File: config.mk
export PLATFORM = sky130hd
export DESIGN_NAME = lp_core_monitor_flat
export DESIGN_NICKNAME = d
export VERILOG_FILES = /design/src/rtl/lp_core_monitor_pkg.sv /design/src/rtl/lp_core_monitor_if.sv /design/src/rtl/lp_core_monitor_min_tree.sv /design/src/rtl/lp_core_monitor.sv /design/src/flat_wrapper.sv
export SDC_FILE = /design/constraint.sdc
export NUM_CORES = 1
export LEC_CHECK = 0
export ABC_CLOCK_PERIOD_IN_PS = 8000
export BUFFER_PORTS_ARGS = -buffer_cell sky130_fd_sc_hd__buf_2
export CAP_MARGIN = 20
export CORE_ASPECT_RATIO = 2
export CORE_MARGIN = 2
export CORE_UTILIZATION = 30
export DETAILED_ROUTE_END_ITERATION = 10
export SLEW_MARGIN = 10
export SYNTH_ARGS = -nofsm -noshare
export SYNTH_HDL_FRONTEND = slang
export SYNTH_SLANG_ARGS = --single-unit
File: constraint.sdc
create_clock -name clk -period 8 [get_ports clk]
set_clock_uncertainty 0.05 [all_clocks]
set_input_delay 0.4 -clock clk [delete_from_list [all_inputs] [get_ports clk]]
set_output_delay 0.4 -clock clk [all_outputs]
set_load 0.03 [all_outputs]
File: src/rtl/lp_core_monitor_pkg.sv
// Shared configuration, types and event-message field accessors for the LP core monitor.
package lp_core_monitor_pkg;

    localparam int unsigned NUM_CORE = 4;
    localparam int unsigned NUM_LP   = 8;
    localparam int unsigned TIME_WID = 16;
    localparam int unsigned MSG_WID  = 32;
    localparam int unsigned LPW      = $clog2(NUM_LP);
    localparam int unsigned CIDW     = $clog2(NUM_CORE);
    localparam int unsigned LP_OFS   = TIME_WID;

    typedef logic [MSG_WID-1:0]  msg_t;
    typedef logic [TIME_WID-1:0] time_t;
    typedef logic [LPW-1:0]      lp_t;
    typedef logic [CIDW-1:0]     core_id_t;

    typedef struct packed {
        logic     sent_msg_vld;
        logic     rcv_msg_vld;
        core_id_t core_id;
        msg_t     msg;
    } sched_bus_t;

    function automatic lp_t msg_lp(input msg_t m);
        return m[LP_OFS +: LPW];
    endfunction

    function automatic time_t msg_time(input msg_t m);
        return m[TIME_WID-1:0];
    endfunction

endpackage

File: src/rtl/lp_core_monitor_if.sv
// Scheduler-to-monitor event bus: dispatched/received message with its core index.
interface lp_core_monitor_if;

    lp_core_monitor_pkg::msg_t     msg;
    logic                          sent_msg_vld;
    logic                          rcv_msg_vld;
    lp_core_monitor_pkg::core_id_t core_id;

    modport master (output msg, output sent_msg_vld, output rcv_msg_vld, output core_id);
    modport slave  (input  msg, input  sent_msg_vld, input  rcv_msg_vld, input  core_id);

endinterface

File: src/rtl/lp_core_monitor_min_tree.sv
// Combinational unsigned minimum over N values, each qualified by its own valid bit.
module lp_core_monitor_min_tree #(
    parameter int unsigned N = 4,
    parameter int unsigned W = 16
) (
    input  logic [N-1:0] vld,
    input  logic [W-1:0] val [N],
    output logic [W-1:0] min_c,
    output logic         min_vld_c
);

    // Running reduction; result stays 0 when nothing is valid.
    always_comb begin
        min_c     = '0;
        min_vld_c = 1'b0;
        for (int i = 0; i < int'(N); i++) begin
            if (vld[i] && (!min_vld_c || (val[i] < min_c))) begin
                min_c     = val[i];
                min_vld_c = 1'b1;
            end
        end
    end

endmodule

File: src/rtl/lp_core_monitor.sv
// Tracks the LP/timestamp each core is processing, stalls out-of-order work on a shared LP,
// and reports the minimum in-flight timestamp for GVT.
module lp_core_monitor
    import lp_core_monitor_pkg::*;
(
    input  logic                    clk,
    input  logic                    rst_n,
    lp_core_monitor_if.slave        bus,
    input  logic [NUM_CORE-1:0]     core_active,
    input  logic [4*NUM_CORE-1:0]   core_hist_cnt,
    output logic [NUM_CORE-1:0]     stall,
    output time_t                   min_time,
    output logic                    min_time_vld
);

    lp_t                 core_LP_id [NUM_CORE];
    time_t               core_time  [NUM_CORE];
    logic [NUM_CORE-1:0] disp;
    logic [NUM_CORE-1:0] tracked;
    sched_bus_t          req;

    assign req = '{sent_msg_vld: bus.sent_msg_vld, rcv_msg_vld: bus.rcv_msg_vld,
                   core_id: bus.core_id, msg: bus.msg};

    // Received events and history counts do not affect tracking.
    logic unused_ok;
    assign unused_ok = ^{req.rcv_msg_vld, core_hist_cnt, req.msg};

    // Per-core entry capture; disp bridges the cycle before the core raises core_active.
    always_ff @(posedge clk or negedge rst_n) begin
        if (!rst_n) begin
            for (int i = 0; i < int'(NUM_CORE); i++) begin
                core_LP_id[i] <= '0;
                core_time[i]  <= '0;
            end
            disp <= '0;
        end else begin
            for (int i = 0; i < int'(NUM_CORE); i++) begin
                disp[i] <= req.sent_msg_vld && (req.core_id == CIDW'(i));
            end
            if (req.sent_msg_vld) begin
                core_LP_id[req.core_id] <= msg_lp(req.msg);
                core_time[req.core_id]  <= msg_time(req.msg);
            end
        end
    end

    assign tracked = core_active | disp;

    // A core stalls if another tracked core on the same LP holds an older event (ties: lower index wins).
    for (genvar gi = 0; gi < int'(NUM_CORE); gi++) begin : g_stall
        logic older_c;
        always_comb begin
            older_c = 1'b0;
            for (int j = 0; j < int'(NUM_CORE); j++) begin
                if ((j != gi) && tracked[j] && (core_LP_id[j] == core_LP_id[gi]) &&
                    ((core_time[j] < core_time[gi]) ||
                     ((core_time[j] == core_time[gi]) && (j < gi)))) begin
                    older_c = 1'b1;
                end
            end
        end
        assign stall[gi] = tracked[gi] & older_c;
    end

    lp_core_monitor_min_tree #(
        .N (NUM_CORE),
        .W (TIME_WID)
    ) u_min_tree (
        .vld       (tracked),
        .val       (core_time),
        .min_c     (min_time),
        .min_vld_c (min_time_vld)
    );

endmodule

File: src/flat_wrapper.sv
// flat-port wrapper written by rule: the top's interface ports become plain ports
module lp_core_monitor_flat import lp_core_monitor_pkg::*;
  (clk, rst_n, core_active, core_hist_cnt, stall, min_time, min_time_vld, bus_msg, bus_sent_msg_vld, bus_rcv_msg_vld, bus_core_id);
  lp_core_monitor_if bus_i ();
  input  logic clk;
  input  logic rst_n;
  input  logic [NUM_CORE-1:0] core_active;
  input  logic [4*NUM_CORE-1:0] core_hist_cnt;
  output logic [NUM_CORE-1:0] stall;
  output time_t min_time;
  output logic min_time_vld;
  input wire logic [$bits(bus_i.msg)-1:0] bus_msg;
  input wire logic [$bits(bus_i.sent_msg_vld)-1:0] bus_sent_msg_vld;
  input wire logic [$bits(bus_i.rcv_msg_vld)-1:0] bus_rcv_msg_vld;
  input wire logic [$bits(bus_i.core_id)-1:0] bus_core_id;
  assign bus_i.msg = bus_msg;
  assign bus_i.sent_msg_vld = bus_sent_msg_vld;
  assign bus_i.rcv_msg_vld = bus_rcv_msg_vld;
  assign bus_i.core_id = bus_core_id;
  lp_core_monitor u_core (.clk(clk), .rst_n(rst_n), .bus(bus_i), .core_active(core_active), .core_hist_cnt(core_hist_cnt), .stall(stall), .min_time(min_time), .min_time_vld(min_time_vld));
endmodule
==> flow_metrics.env, run 1 <==
export IMPL_stdcell_count=1156
export IMPL_critPathRequiredTime_ns=7.55
export IMPL_cp_max_fo=22
export IMPL_first_pass_iters=4
export IMPL_drt_first_iter_violations=239
export IMPL_antenna_cells=0
export IMPL_clk_pin_slew_worst_paths_ns=0.06
export IMPL_synth_warning_count=0
export IMPL_synthTopCellsByCount="ha_1 (141), nand2_1 (94), dfrtp_1 (80)"
export IMPL_yosysTopAreaCell="dfrtp_1"
export IMPL_synth_cell_area_um2=7180
export IMPL_synth_area_leaders="dfrtp_1 (28%), ha_1 (25%), o21ai_0 (5.5%)"
export IMPL_dp_cells=1137
export IMPL_max_stage_delay_ns=0.40
export IMPL_hp_class="in2reg"
export IMPL_grt_max_degree=81
export IMPL_outcome="finished clean"
export IMPL_grt_overflow=0
export IMPL_power_leakage_uw=0.00397
export IMPL_endpoint_kind="output pin"
export IMPL_grt_pass1_wl_um=37800
export IMPL_syn_area_per_cell_um2=9.06
export IMPL_synth_distinct_cells=61
export IMPL_vias_per_cell=5.45
export IMPL_ys_flop_type="dfrtp_1"
export IMPL_fmax_ghz=0.130
export IMPL_worst_ir_drop_vdd_uv=104
export IMPL_ant_nets=0
export IMPL_drv_slew=0
export IMPL_finalSetupViolations=0
export IMPL_wire_per_inst_um=22.1
export IMPL_finalCritPeriodShare_pct=96.0
export IMPL_synthCells=793
export IMPL_root_buffer="clkbuf_16"
export IMPL_grt_use_total_pct=20.7
export IMPL_drive_above_1_share_pct=16.6
export IMPL_cts_buffers=9
export IMPL_cts_buffer_depth=2
export IMPL_core_area_um2=23700
export IMPL_fin_nets=1063
export IMPL_cp_slowest_cell="dfrtp_1"
export IMPL_cts_tree="built"
export IMPL_relSlewSlack_pct=31.8
export IMPL_area_growth_pct=15.5
export IMPL_seq_area_frac_synth_pct=27.9
export IMPL_clk_latency_ns=0.36
export IMPL_tightest_slew_ns=1.02
export IMPL_synth_edf_count=0
export IMPL_min_period_ns=7.68
export IMPL_hold_violations=0
export IMPL_die_h_um=223
export IMPL_drv_cap=0
export IMPL_crit_arrival_ns=7.23
export IMPL_synth_nets=992
export IMPL_path_class="reg2out"
export IMPL_crit_top_cell="ha_1"
export IMPL_initial_utilization_pct=30.3
export IMPL_wl_um=25600
export IMPL_h_tree_depth=3
export IMPL_die_w_um=113
export IMPL_setup_tns_ns=0
export IMPL_synth_async_reset_ratio_pct=100
export IMPL_ys_seq_elements=80
export IMPL_clock_sinks=80
export IMPL_ios=79
export IMPL_place_hpwl_um=21300
export IMPL_startpoint_type="flop"
export IMPL_rsz0062_at_grt="no"
export IMPL_grt_pass1_vias=6445
export IMPL_grt_antenna_before_repair=0
export IMPL_gp_congestion=0.955
export IMPL_p_per_area_nw_per_um2=275
export IMPL_yosysTopAreaCellShare_pct=27.9
export IMPL_dieArea_um2=25300
export IMPL_post_cts_buffers=0
export IMPL_yosys_cell_count_top_type="ha_1"
export IMPL_drc_errors=0
export IMPL_placementRows=80
export IMPL_vias=6302
export IMPL_portBuffers=48
export IMPL_fill_cells=2457
==> critical path, delay by kind of cell, from the launching register on <==
kind            cells  cell delay [ns]
mux                 2             0.59
fa+ha+maj           3             0.74
flops               1             0.40
simple gates        8             1.86
buf+inv             3             0.63
compound gates     12             2.66
==> placed cells by master (no fill, tap or decap), types with 26 or more instances in the layout <==
cell / instances
dfrtp_1: 80
nand2_1: 94
a21oi_1: 28
nor2_1: 28
inv_1: 71
o21ai_0: 78
buf_4: 26
mux2_2: 35
ha_1: 141
buf_2: 47
nand4_1: 28
==> per-layer routing <==
metal / GRT usage [%] / vias to the layer above / wire [um]
met5: 0 / - / 0
met4: 22.9 / 0 / 3330
met3: 3.00 / 124 / 666
met2: 37.9 / 195 / 13600
met1: 17.5 / 2945 / 8010
li1: - / 3038 / -
==> flip-flops by register name (all words and copies together) (netlist names) <==
signal,cells
u_core.core_LP_id,12
u_core.core_time,64
u_core.disp,4
==> what timing repair did <==
action | in CTS | in global routing
hold buffers | 0 | 1
endpoints found under the setup margin | 0 | 16
endpoints found under the hold margin | 0 | 22
gates resized for setup | 0 | 6
==> kinds of logic after synthesis <==
group                      count (synthesis)  share of synthesized area, %
xor gates and xnor gates                  18                          2.20
buffers and inverters                     91                          5.03
DFF                                       80                          27.9
muxes                                     53                          8.14
and+or+nand+nor                          202                          13.1
adders and majority gates                141                          24.6
AOI/OAI and AO/OA                        208                          19.1
==> stage by stage <==
step | area, um^2 | total power (uW) | worst slack (ns) | hold slack, ns | util (%)
2_1_floorplan | 7180 | 1400 | 0.612 | 0.0544 | -
3_3_place_gp | 7930 | 1800 | 0.438 | 0.516 | 33.4
3_5_place_dp | 7930 | 1820 | 0.310 | 0.531 | 33.4
4_1_cts | 8240 | 2270 | 0.0171 | 0.225 | 34.7
5_1_grt | 8300 | 2440 | 0.00351 | 0.253 | 35.0
6_report | 8300 | 2280 | 0.321 | 0.246 | 35.0
==> report_power, final <==
part | internal [uW] | switching (uW)
registers | 472 | 132
logic | 533 | 703
clock network | 258 | 183
==> layout make-up <==
class                   instances  area [um^2]  area share [%]
repair buffers                 78          513            6.18
flip-flops and latches         80         2000            24.1
well taps                     287          359            4.33
inverters                      73          274            3.30
multi-input cells             622         4840            58.3
clock inverters                 5         55.1           0.664
clock buffers                  11          253            3.05
==> path summary, 6_finish.rpt <==
path | from | endpoint | slack, ns | cells past startpoint
min in group asynchronous | rst_n | u_core.core_time[23] | 0.44 | 2
min | bus_msg[17] | u_core.core_LP_id[4] | 0.25 | 3
max reg2reg | u_core.core_time[21] | u_core.core_time[21] | 6.96 | 2
max in group asynchronous | rst_n | u_core.core_time[55] | 6.84 | 3
min reg2reg | u_core.core_LP_id[8] | u_core.core_LP_id[8] | 0.54 | 2
max | u_core.disp[0] | min_time[6] | 0.32 | 28
(Power assumes the default switching activity.)
==> run 2, diff against run 1 <==
==> constraint.sdc (replaced) <==
create_clock -name clk -period 8 [get_ports clk]
set_clock_uncertainty 0.05 [all_clocks]
set_input_delay 0.8 -clock clk [delete_from_list [all_inputs] [get_ports clk]]
set_output_delay 0.8 -clock clk [all_outputs]
set_load 0.03 [all_outputs]
==> run 2 against run 1 <==
Wire length increased by 4.8%. Worst setup slack got worse by 0.26 ns. Non-clock buffer count increased by 62. Sequential share of layout area decreased by 2.8 points. First-iteration DRC count increased by 31%. Clock power increased by 9.1%. Core utilization increased by 4.7 points. Sequential power increased by 2%. Cell area increased by 13%. Flip-flop and latch count unchanged. Highest routed layer unchanged.
==> flow_metrics.env, run 2 (synthesis results as in run 1) <==
export IMPL_outcome="finished clean"
export IMPL_hp_class="in2async"
export IMPL_hold_violations=0
export IMPL_grt_pass1_vias=7077
export IMPL_dieArea_um2=25300
export IMPL_relSlewSlack_pct=52.5
export IMPL_cts_buffer_depth=2
export IMPL_die_w_um=113
export IMPL_drive_above_1_share_pct=28.9
export IMPL_min_period_ns=7.94
export IMPL_p_per_area_nw_per_um2=292
export IMPL_place_hpwl_um=21500
export IMPL_layout_setup_ws_ns=0.0624
export IMPL_fin_nets=1125
export IMPL_grt_antenna_before_repair=0
export IMPL_switchingPower_uw=1170
export IMPL_dp_cells=1185
export IMPL_gp_congestion=0.958
export IMPL_power_leakage_uw=0.00435
export IMPL_worst_hold_slack_ns=0.296
export IMPL_cp_slowest_cell="or3_4"
export IMPL_wire_per_inst_um=22.0
export IMPL_clock_sinks=80
export IMPL_clockPowerShare_pct=17.5
export IMPL_vias_per_cell=5.55
export IMPL_rsz0062_at_grt="yes"
export IMPL_grt_pass1_wl_um=40100
export IMPL_final_cell_mix="ha_1 (125), buf_4 (91), nand2_1 (88)"
export IMPL_power_share_sequential_pct=22.3
export IMPL_core_area_um2=23700
export IMPL_combPwrFrac_pct=60.2
export IMPL_cp_max_fo=8
export IMPL_fill_cells=2319
export IMPL_tightest_slew_ns=0.713
export IMPL_clk_latency_ns=0.36
export IMPL_grt_max_degree=54
export IMPL_grt_use_total_pct=21.6
export IMPL_drv_slew=0
export IMPL_drt_first_iter_violations=313
export IMPL_endpoint_kind="output pin"
export IMPL_area_growth_pct=31.0
export IMPL_grt_overflow=0
export IMPL_antenna_cells=0
export IMPL_portBuffers=48
export IMPL_max_stage_delay_ns=0.43
export IMPL_crit_arrival_ns=7.09
export IMPL_post_place_ws_ns=-0.559
export IMPL_path_class="in2out"
export IMPL_worst_ir_drop_vdd_uv=184
export IMPL_reg_top3="u_core.core_time: 64 flops, u_core.core_LP_id: 12 flops, u_core.disp: 4 flops"
export IMPL_drv_cap=0
export IMPL_swShare_pct=42.6
export IMPL_h_tree_depth=3
export IMPL_finalSetupViolations=0
export IMPL_stdcell_count=1217
export IMPL_root_buffer="clkbuf_16"
export IMPL_clk_pin_slew_worst_paths_ns=0.06
export IMPL_drc_errors=0
export IMPL_fmax_ghz=0.126
export IMPL_first_pass_iters=5
export IMPL_crit_top_cell="buf_6"
export IMPL_power_uw=2750
export IMPL_top_register="u_core.core_time"
export IMPL_cts_buffers=9
export IMPL_wl_um=26800
export IMPL_internal_power_uw=1580
export IMPL_initial_utilization_pct=30.3
export IMPL_placementRows=80
export IMPL_critPathRequiredTime_ns=7.15
export IMPL_ant_nets=0
export IMPL_startpoint_type="input port"
export IMPL_ios=79
export IMPL_vias=6752
export IMPL_die_h_um=223
export IMPL_placed_area_um2=8340
export IMPL_ctsHoldBuffers=0
export IMPL_fin_area_um2=9410
export IMPL_largest_register_ffs=64
export IMPL_finalCritPeriodShare_pct=99.2
export IMPL_layout_commonest_cell="ha_1"
export IMPL_cts_tree="built"
[run 2: changes by cell type in the layout (fill, tap and decap cells not counted), moves of 6 or more]
cell,before,now
a22oi_1,14,5
a22oi_2,1,10
ha_4,0,14
mux2i_2,0,9
ha_1,141,125
buf_6,0,13
buf_4,26,91
nand2_1,94,88
buf_2,47,30
mux2i_1,16,3
[run 2: critical path: cells and delay by family]
kind	cells	cell delay (ns)
AOI/OAI and AO/OA	11	2.37
and+or+nand+nor	8	1.55
buffers and inverters	7	1.08
adders and majority gates	3	0.68
muxes	2	0.58
[run 2: timing repair]
item                       in CTS  in global routing
setup endpoints to repair      16                 16
buffers inserted               10                  7
gates resized for setup        30                102
pin swaps                      18                 30
[run 2: layout make-up]
cell class / count / area, um^2 / area share, %
multi-input combinational: 622 / 5340 / 56.8
clock inverter: 5 / 106 / 1.13
timing repair buffer: 140 / 1100 / 11.7
sequential: 80 / 2000 / 21.3
clock buffer: 10 / 229 / 2.43
inverter: 73 / 274 / 2.91
tap: 287 / 359 / 3.82
[run 2: final timing paths]
kind / cells after the start / end / slack [ns] / start
setup / recovery: 31 / min_time[8] / 0.06 / core_active[0]
hold / removal: 1 / u_core.core_LP_id[4] / 0.30 / rst_n
setup reg to reg: 3 / u_core.core_time[49] / 6.91 / u_core.core_time[49]
hold reg to reg: 2 / u_core.core_LP_id[6] / 0.56 / u_core.core_LP_id[6]
max in group asynchronous: 2 / u_core.core_time[10] / 6.54 / rst_n
min in group clk: 2 / u_core.core_LP_id[6] / 0.56 / u_core.core_LP_id[6]
[run 2: routing by layer]
metal / global-route usage [%] / routed length, um / up-vias
met5: 0 / 0 / -
met4: 21.3 / 3130 / 0
met3: 3.16 / 981 / 127
met2: 39.0 / 13900 / 240
met1: 19.7 / 8830 / 3216
li1: - / - / 3169
[run 2: per-stage QoR]
stage,setup TNS [ns],utilization [%]
6_report,0,39.7
3_5_place_dp,-8.01,35.1
3_3_place_gp,-6.72,35.1
2_1_floorplan,-0.256,-
5_1_grt,-1.20,39.7
4_1_cts,0,37.4
[run 2: power groups by stage]
stage | logic, uW | clock network, uW | registers (uW)
after global placement | 1340 | 0 | 604
after detailed placement | 1370 | 0 | 605
after floorplan | 881 | 0 | 547
after global routing | 1790 | 503 | 619
after CTS | 1450 | 493 | 601
final | 1650 | 481 | 613
==> run 3, diff against run 2 <==
--- a/config.mk
+++ b/config.mk
@@ -11,7 +11,9 @@
 export CORE_ASPECT_RATIO = 2
 export CORE_MARGIN = 2
 export CORE_UTILIZATION = 30
+export CTS_CLUSTER_SIZE = 14
 export DETAILED_ROUTE_END_ITERATION = 10
+export SETUP_SLACK_MARGIN = 0.4
 export SLEW_MARGIN = 10
 export SYNTH_ARGS = -nofsm -noshare
 export SYNTH_HDL_FRONTEND = slang
==> run 3 against run 2 <==
Wire length down 0.57%. Core utilization down 0.36 points. Global-route usage down 0.16 points. First-iteration DRC count down 15%. Critical path depth unchanged. Flip-flop and latch count unchanged. Critical endpoint is now min_time[1].
==> flow_metrics.env, run 3 (synthesis results as in run 1) <==
export IMPL_cp_max_fo=7
export IMPL_worst_ir_drop_vdd_uv=113
export IMPL_path_class="in2out"
export IMPL_clockPowerShare_pct=15.6
export IMPL_area_growth_pct=29.8
export IMPL_ant_nets=0
export IMPL_stdcell_count=1210
export IMPL_switchingPower_uw=1150
export IMPL_initial_utilization_pct=30.3
export IMPL_fmax_ghz=0.130
export IMPL_layout_setup_ws_ns=0.292
export IMPL_final_cell_mix="ha_1 (131), nand2_1 (91), dfrtp_1 (80)"
export IMPL_grt_pass1_wl_um=39400
export IMPL_outcome="finished clean"
export IMPL_fill_cells=2326
export IMPL_place_hpwl_um=21300
export IMPL_critPathRequiredTime_ns=7.15
export IMPL_wl_um=26600
export IMPL_combPwrFrac_pct=61.2
export IMPL_cp_top_family="compound AO/OA/AOI/OAI gates"
export IMPL_finalSetupViolations=0
export IMPL_cp_slowest_cell="or3_4"
export IMPL_hold_violations=0
export IMPL_clk_pin_slew_worst_paths_ns=0.07
export IMPL_post_place_ws_ns=-0.295
export IMPL_clock_sinks=80
export IMPL_clk_latency_ns=0.36
export IMPL_p_per_area_nw_per_um2=285
export IMPL_drc_errors=0
export IMPL_min_period_ns=7.71
export IMPL_antenna_cells=0
export IMPL_reg_top3="u_core.core_time: 64 flops, u_core.core_LP_id: 12 flops, u_core.disp: 4 flops"
export IMPL_h_tree_depth=3
export IMPL_ios=79
export IMPL_grt_max_degree=68
export IMPL_grt_antenna_before_repair=0
export IMPL_cts_tree="built"
export IMPL_rsz0062_at_grt="yes"
export IMPL_drt_first_iter_violations=266
export IMPL_max_stage_delay_ns=0.37
export IMPL_vias_per_cell=5.47
export IMPL_layout_commonest_cell="ha_1"
export IMPL_hp_class="in2async"
export IMPL_dieArea_um2=25300
export IMPL_fin_nets=1117
export IMPL_die_w_um=113
export IMPL_final_core_util_pct=39.3
export IMPL_power_share_sequential_pct=23.2
export IMPL_internal_power_uw=1500
export IMPL_die_h_um=223
export IMPL_top_register="u_core.core_time"
export IMPL_power_leakage_uw=0.00430
export IMPL_crit_buf_inv=6
export IMPL_portBuffers=48
export IMPL_relSlewSlack_pct=29.9
export IMPL_largest_register_ffs=64
export IMPL_first_pass_iters=5
export IMPL_tightest_slew_ns=1.04
export IMPL_cts_buffer_depth=2
export IMPL_finalCritPeriodShare_pct=96.3
export IMPL_root_buffer="clkbuf_16"
export IMPL_grt_overflow=0
export IMPL_drv_slew=0
export IMPL_core_area_um2=23700
export IMPL_drv_cap=0
export IMPL_vias=6619
export IMPL_grt_use_total_pct=21.4
export IMPL_endpoint_kind="output pin"
export IMPL_crit_top_cell="buf_6"
export IMPL_gp_congestion=0.985
export IMPL_wire_per_inst_um=22.0
export IMPL_cts_buffers=9
export IMPL_swShare_pct=43.4
export IMPL_drive_above_1_share_pct=28.0
export IMPL_startpoint_type="input port"
export IMPL_crit_arrival_ns=6.86
export IMPL_dp_cells=1174
export IMPL_placementRows=80
export IMPL_grt_pass1_vias=6923
run 3: cell count changes in the layout (fill, tap and decap cells not counted), sizes merged:
cell | before | now
bufinv | 3 | 0
clkinv | 3 | 6
buf | 140 | 129
and2 | 1 | 2
o21ai | 82 | 83
clkbuf | 10 | 12
run 3: path summary, 6_finish.rpt:
check / start / endpoint / slack (ns) / depth (start not counted)
worst min-delay path: rst_n / u_core.core_time[14] / 0.22 / 1
max in group asynchronous: rst_n / u_core.core_LP_id[3] / 6.47 / 2
worst max register to register: u_core.core_time[16] / u_core.core_time[16] / 6.85 / 2
worst min register to register: u_core.core_LP_id[6] / u_core.core_LP_id[6] / 0.54 / 2
worst max-delay path: core_active[0] / min_time[1] / 0.29 / 31
min in group clk: u_core.core_LP_id[6] / u_core.core_LP_id[6] / 0.54 / 2
run 3: timing repair:
action / 4_1_cts / 5_1_grt
setup endpoints to repair: 16 / 16
pin swaps: 32 / 11
gates cloned: 2 / 1
hold buffers: 0 / 0
buffers inserted: 14 / 3
gates resized for setup: 63 / 30
run 3: cell type report:
type,instances,area [um^2],share of cell area (%)
Multi-Input combinational cell,624,5350,57.4
Sequential cell,80,2000,21.5
Timing Repair Buffer,130,1050,11.3
Tap cell,287,359,3.85
Inverter,73,274,2.94
Clock buffer,11,253,2.71
Clock inverter,5,31.3,0.336
run 3: power by group through the flow:
| stage | logic [uW] | clock network, uW | registers (uW) |
|---|---|---|---|
| floorplan | 966 | 0 | 549 |
| global placement | 1370 | 0 | 613 |
| detailed placement | 1400 | 0 | 615 |
| CTS | 1540 | 420 | 611 |
| global route | 1780 | 434 | 620 |
| finish | 1620 | 413 | 616 |
run 3: metrics by stage:
step / total power, uW / hold WS, ns / instance area, um^2 / setup TNS, ns
2_1_floorplan: 1510 / 0.454 / 7430 / 0
3_3_place_gp: 1990 / 0.523 / 8450 / -3.21
3_5_place_dp: 2010 / 0.531 / 8450 / -4.23
4_1_cts: 2570 / 0.225 / 9100 / 0
5_1_grt: 2830 / 0.237 / 9320 / 0
6_report: 2650 / 0.220 / 9320 / 0
run 3: worst register-to-register path, stage by stage (launching register included):
cell	delay (ns)
dfrtp_1	0.55
inv_1	0.26
o21ai_0	0.21
run 3: metal layers:
| layer | vias to the layer above | track usage (%) | share of wire [%] |
|---|---|---|---|
| li1 | 3156 | - | - |
| met5 | - | 0 | 0 |
| met1 | 3129 | 17.5 | 30 |
| met4 | 0 | 22.9 | 12 |
| met3 | 129 | 2.51 | 2.7 |
| met2 | 205 | 40.7 | 55 |
